==> config.mk <==
export PLATFORM = sky130hd
export DESIGN_NAME = sdm_rate_ctrl
export DESIGN_NICKNAME = d
export VERILOG_FILES = /design/src/rtl/sdm_rate_ctrl.sv
export SDC_FILE = /design/constraint.sdc
export NUM_CORES = 1
export LEC_CHECK = 0
export CORE_ASPECT_RATIO = 0.7
export CORE_MARGIN = 4
export CORE_UTILIZATION = 40
export DETAILED_ROUTE_END_ITERATION = 12
export SETUP_SLACK_MARGIN = 0.3
export SLEW_MARGIN = 5
export SYNTH_ARGS = -nofsm -noshare
export SYNTH_HDL_FRONTEND = slang
export SYNTH_SLANG_ARGS = --single-unit
==> constraint.sdc <==
create_clock -name clk -period 6.4 [get_ports clk]
set_input_delay 1.92 -clock clk [delete_from_list [all_inputs] [get_ports clk]]
set_output_delay 1.92 -clock clk [all_outputs]
set_load 0.05 [all_outputs]
==> src/rtl/sdm_rate_ctrl.sv <==
// Sample-rate scheduler: buffers audio samples, emits modulator ticks and holds each sample for OSR ticks.
// Optional macro SDM_UNDERRUN_CNT_EN adds a saturating 16-bit underrun counter port.
module sdm_rate_ctrl #(
  parameter int CLK_DIV    = 8,
  parameter int OSR        = 64,
  parameter int FIFO_DEPTH = 4
) (
  input  logic                          clk,
  input  logic                          rst_n,
  input  logic                          enable,
  input  logic                          s_valid,
  output logic                          s_ready,
  input  logic [15:0]                   s_data,
  output logic                          dac_valid,
  output logic [15:0]                   dac_data,
  output logic                          adc_valid,
  output logic                          sample_req,
  output logic                          underrun,
  output logic                          busy,
  output logic [$clog2(FIFO_DEPTH):0]   fifo_level
`ifdef SDM_UNDERRUN_CNT_EN
  ,
  output logic [15:0]                   underrun_cnt
`endif
);

  localparam int AW = $clog2(FIFO_DEPTH);
  localparam int LW = AW + 1;
  localparam int DW = $clog2(CLK_DIV);
  localparam int RW = $clog2(OSR);

  typedef enum logic [1:0] {ST_IDLE, ST_PRIME, ST_RUN, ST_DRAIN} state_t;

  state_t        state_q, state_d;
  logic [DW-1:0] div_q, div_d;
  logic [RW-1:0] rep_q, rep_d;
  logic [15:0]   hold_q, hold_d;

  logic [15:0]   mem_q [FIFO_DEPTH];
  logic [AW-1:0] wr_ptr_q, rd_ptr_q;
  logic [LW-1:0] level_q, level_d;

  logic fifo_empty, fifo_full, push, pop, tick, last_tick, und;

  assign fifo_empty = (level_q == '0);
  assign fifo_full  = (level_q == LW'(FIFO_DEPTH));
  assign push       = s_valid && !fifo_full;

  // NOTE: every variable gets a default before the case so no latch is inferred.
  always_comb begin
    state_d   = state_q;
    div_d     = div_q;
    rep_d     = rep_q;
    hold_d    = hold_q;
    pop       = 1'b0;
    tick      = 1'b0;
    last_tick = 1'b0;
    und       = 1'b0;
    case (state_q)
      ST_IDLE: begin
        div_d = '0;
        rep_d = '0;
        if (enable) state_d = ST_PRIME;
      end
      ST_PRIME: begin
        div_d = '0;
        rep_d = '0;
        if (!enable) begin
          state_d = ST_IDLE;
        end else if (!fifo_empty) begin
          pop     = 1'b1;
          hold_d  = mem_q[rd_ptr_q];
          state_d = ST_RUN;
        end
      end
      ST_RUN, ST_DRAIN: begin
        // The live enable level decides run vs drain, so re-enabling mid-drain resumes seamlessly.
        state_d   = enable ? ST_RUN : ST_DRAIN;
        tick      = (div_q == DW'(CLK_DIV - 1));
        last_tick = tick && (rep_q == RW'(OSR - 1));
        div_d     = tick ? '0 : div_q + DW'(1);
        if (tick) rep_d = last_tick ? '0 : rep_q + RW'(1);
        if (last_tick) begin
          if (!enable) begin
            state_d = ST_IDLE;
          end else if (!fifo_empty) begin
            pop    = 1'b1;
            hold_d = mem_q[rd_ptr_q];
          end else begin
            und    = 1'b1;
            hold_d = '0;
          end
        end
      end
      default: state_d = ST_IDLE;
    endcase
  end

  always_comb begin
    level_d = level_q;
    case ({push, pop})
      2'b10:   level_d = level_q + LW'(1);
      2'b01:   level_d = level_q - LW'(1);
      default: level_d = level_q;
    endcase
  end

  // NOTE: sequential state uses non-blocking assignments so all registers update together.
  always_ff @(posedge clk) begin
    if (!rst_n) begin
      state_q  <= ST_IDLE;
      div_q    <= '0;
      rep_q    <= '0;
      hold_q   <= '0;
      wr_ptr_q <= '0;
      rd_ptr_q <= '0;
      level_q  <= '0;
    end else begin
      state_q <= state_d;
      div_q   <= div_d;
      rep_q   <= rep_d;
      hold_q  <= hold_d;
      level_q <= level_d;
      if (push) wr_ptr_q <= wr_ptr_q + AW'(1);
      if (pop)  rd_ptr_q <= rd_ptr_q + AW'(1);
    end
  end

  // NOTE: storage is not reset; emptying the FIFO only needs the pointers and level cleared.
  always_ff @(posedge clk) begin
    if (push) mem_q[wr_ptr_q] <= s_data;
  end

`ifdef SDM_UNDERRUN_CNT_EN
  logic [15:0] underrun_cnt_q;

  always_ff @(posedge clk) begin
    if (!rst_n) begin
      underrun_cnt_q <= '0;
    end else if (und && (underrun_cnt_q != 16'hFFFF)) begin
      underrun_cnt_q <= underrun_cnt_q + 16'd1;
    end
  end

  assign underrun_cnt = underrun_cnt_q;
`endif

  assign s_ready    = !fifo_full;
  assign dac_valid  = tick;
  assign adc_valid  = tick;
  assign dac_data   = hold_q;
  assign sample_req = pop;
  assign underrun   = und;
  assign busy       = (state_q != ST_IDLE);
  assign fifo_level = level_q;

endmodule

* After elaboration in Yosys (flattened, before gate mapping)
Memories as Yosys holds them, arrays and structs flattened. A register that Yosys moved wholly into a read port is not among the register bits. Cells that the tools add are included. Widths: inputs -> output; s select.
Cells by class: multipliers 0, add/subtract/negate cells 6, shifts and indexed selects 0, div/mod/pow operators 0, $lt $le $gt $ge 0, reductions and logical operators 12, equality and inequality tests 15, bitwise operators 0, mux-type cells 32
Operators by type and width (count):
- $mux 16 | 5
- $pmux 16 s2 | 1
- $mux 2 | 7
- $mux 6 | 2
- $ne 2x2->1 const B | 6
- $pmux 3 s2 | 2
- $pmux 6 s2 | 1
- $mux 1 | 11
- $add 3x1->3 const B | 2
- $add 6x1->6 const B | 1
- $eq 2x2->1 const B | 3
- $eq 3x3->1 const B | 2
- $eq 6x6->1 const B | 1
- $pmux 2 s3 | 1
- $reduce_bool 2->1 | 3
- $reduce_and 5->1 | 1
- $add 2x1->2 const B | 2
- $eq 2x1->1 const B | 2
- $reduce_or 2->1 | 2
- $logic_not 3->1 | 1
- $mux 3 | 1
- $ne 3x3->1 const B | 1
- $sub 3x1->3 const B | 1
- $logic_and 1x1->1 | 2
- other kinds (4) | 4
Word-level totals: RAM bits 64, bits of input ports 20, ROM bits 0, bits in latches 0, memories kept 1, logic and storage cells 73, output and inout port bits 25, register bits 34
Memories:
- mem_q | depth 4, bits a word 16, read ports 1, clocked after memory_dff 1, write ports 1, line 39 | logic [15:0] mem_q [FIFO_DEPTH];

* Longest topological paths before layout
depth in word-level cells 7, depth in mapped cells 13, depth with buffers taken out 11

* Worst setup path before layout
Ideal clock, no wire load.
path kind input to output, from in enable, to out underrun, setup slack 0.985 ns, stages 2, buffers on the path 0, arrival 3.495 ns, required time 4.480 ns, cells stage by stage inv_1 -> nor4_1
On the way: longest elaborated chain between the ends 3
Ends and longest elaborated chain:
- from (decl) | line 10 | input logic enable,
- $mux 1 | line 84 | if (!enable) begin
- $mux 1 | line 83 | if (last_tick) begin
- $mux 1 | line 59 | case (state_q)
- to (decl) | line 18 | output logic underrun,
No other way between the ends.

* Worst setup path after layout
Same ends and word-level chain as after synthesis.

==> qor.txt <==
Core area: 9216 sq um
Min setup slack post-route: 0.7450 ns
Critical path startpoint category: input pin
Die area: 11310 sq um
Area overhead of the layout relative to synthesis: 21.94%
Internal: 1090 uW
Final cell count without fillers: 408
Hold Crit Class: reg2reg
Least-Margin Pin Slew: 0.9268 ns
CP Class: in2out
Post-CTS setup repair buffer count: 0
Row count: 29
Die Height: 90.20 microns
Syn Nets: 263
Switching share of power: 22.97%
Most common cell after layout, fill and taps aside: edfxtp_1
Synth Cell Area: 3861 sq um
Nets: 308
Synth Area in XOR/XNOR: 1.134%
GRT met1 Usage: 17.64%
Max Clock Skew: 0.008549 ns
Busiest grt layer: met2
CTS buffer count: 9
Sequential share of the synthesized area: 68.44%
Leakage power: 0.001560 uW
Synth warn: 0
Antenna-violating nets left: 0
Cell count after synthesis: 234
Final setup TNS: 0 ns
Root Driver: clkbuf_16
Max Fanout on Critical Path: 7
Max frequency: 176.8 MHz
TritonRoute pass-1 iters: 4
Yosys reg bits: 100
Met2 GRT Util: 20.20%
Number of synthesized flops with an enable pin: 64
Num ports: 45
Worst-Skew Late Latency: 0.34 ns
Overflow after GRT: 0
Largest family of logic cells by synthesized area: multiplexers
Post-DP Area: 4398 sq um
PD cells: 300.4 nW/um^2
Post-Synth Simple-Gate Area: 7.129%
NetSw: 324.8 uW
Fin crit period: 5.655 ns
Most frequent cells in the layout: edfxtp_1, clkdlybuf4s50_1, dfxtp_1, mux4_2, a32o_1
HPWL after DPL: 4.346 mm
Final WL: 7.143 mm
Maxcap violations: 0
Starting density of the core: 41.90%
GR Util met3: 4.384%
Syn avg cell area: 16.50 sq um
Detailed-route DRC error count: 0
Flop pwr share: 51.7%
Clock transition at path regs: 0.07 ns
Vias in the first global route: 2157
H-tree Lvls: 3
Final Max Slew Viols: 0
Via count: 2111
CP max stage delay: 0.85 ns
Slew HR: 38.21%
Main synth FF type: edfxtp_1
Routed len/inst: 17.51 microns
Post-cts gate resize count: 0
Compound-Gate Fraction of Synth Area: 7.194%
Initial antenna violation count: 0
IO Port Bufs: 44
Final hold violations: 0
GRT Util Overall: 13.27%
Setup WS pre-CTS: 0.7648 ns
Critical Path Sink Type: output port
CP cell instances: clkdlybuf4s50_1 -> inv_1 -> nor4_1 -> clkdlybuf4s50_1
Layout cell share with drive strength beyond 1: 14.08%
Clock power share: 39.0%
Pin count of the biggest net entering global routing: 30
Clock sinks: 100
Synth Area in Adders: 3.111%
Period Utilization, post-route: 88.36%
Unique cell type count in the Yosys netlist: 42
Peak supply drop: 0.1730 mV
Cell Count Post-Placement: 392
ANT cells: 0
CTS tree: yes
Most used cell, CP: clkdlybuf4s50_1
Combinational share of power: 9.3%
Design Area, Final: 4708 sq um
Post-synthesis async set-or-reset flop share: 0%
Die Wd: 125.4 microns
Number of vias per cell: 5.174
CP max stage cell: clkdlybuf4s50_1
Unrepaired setup endpoints after global routing: no
Arr. time, crit path: 3.74 ns
Post-synthesis mux area share: 10.11%
Status: complete, no violations
First-pass GRT wire length: 11.56 mm
CTS Hold Bufs: 0
Clock buffer depth: 2
# setup viols final: 0
DRT iter0 DRCs: 193
Placer Congestion: 0.7498
Post-route core utilization: 51.09%
CP Data Required Time: 4.48 ns
## final timing paths
path	startpoint	endpoint	slack, ns	cells after the start
setup reg to reg	div_q[0]	fifo_level[2]	3.16	12
hold reg to reg	dac_data[5]	dac_data[5]	0.47	1
setup / recovery	enable	underrun	0.74	4
hold / removal	dac_data[5]	dac_data[5]	0.47	1
## power by group through the flow
stage / Clock, uW / Sequential, uW / Combinational, uW
after floorplan: 0 / 761 / 68.4
after global placement: 0 / 744 / 131
after detailed placement: 0 / 745 / 133
after CTS: 565 / 731 / 134
after global routing: 594 / 733 / 144
final: 552 / 731 / 131
## sequential cells by signal (all words and copies together) (netlist names), named ones only
name        cells
dac_data       16
div_q           3
fifo_level      3
mem_q          64
rd_ptr_q        2
rep_q           6
state_q         2
wr_ptr_q        2
## synth_stat cells, types with 4 or more instances
cell      count  share of area [%]
edfxtp_1     64                 50
dfxtp_1      36                 19
a32o_1       16                4.1
mux4_2       16                9.3
nand2_1      10               0.97
ha_1          8                2.6
inv_1         7               0.68
and3_1        6               0.97
nand3_1       6               0.78
and2_1        5               0.81
clkbuf_1      5               0.49
nand2b_1      4               0.65
## kinds of logic (layout without fill, tap and decap cells)
kind of cell	Yosys count	in the layout
compound gates	33	33
xor+xnor	5	5
fa+ha+maj	9	9
buf+inv	21	71
flops	100	100
mux	19	19
simple gates	47	47
## per-stage QoR
stage               hold slack (ns)  total power (uW)
finish                       0.4669              1414
detailed placement           0.4315             878.6
floorplan                    0.4043             829.1
global placement             0.4128             875.3
global route                 0.4795              1471
CTS                          0.4711              1430
## layer usage
layer  routed length, microns  part of all wire (%)
met3                      327                   4.6
met4                      108                   1.5
met5                        0                     0
met2                     3374                    47
met1                     3333                    47
## worst max-delay path, delay by kind of cell
kind                   cells  cell delay (ns)
buffers and inverters      3             1.53
and+or+nand+nor            1             0.28
## layout make-up
| class | instances | area, sq um |
|---|---|---|
| Sequential cell | 100 | 2643 |
| Inverter | 8 | 30.03 |
| Timing Repair Buffer | 47 | 462.9 |
| Tap cell | 124 | 155.1 |
| Multi-Input combinational cell | 113 | 1107 |
| Fill cell | 797 | 4508 |
| Clock inverter | 6 | 71.32 |
| Clock buffer | 10 | 239.0 |
No activity file was read; power rests on OpenSTA's default activity.
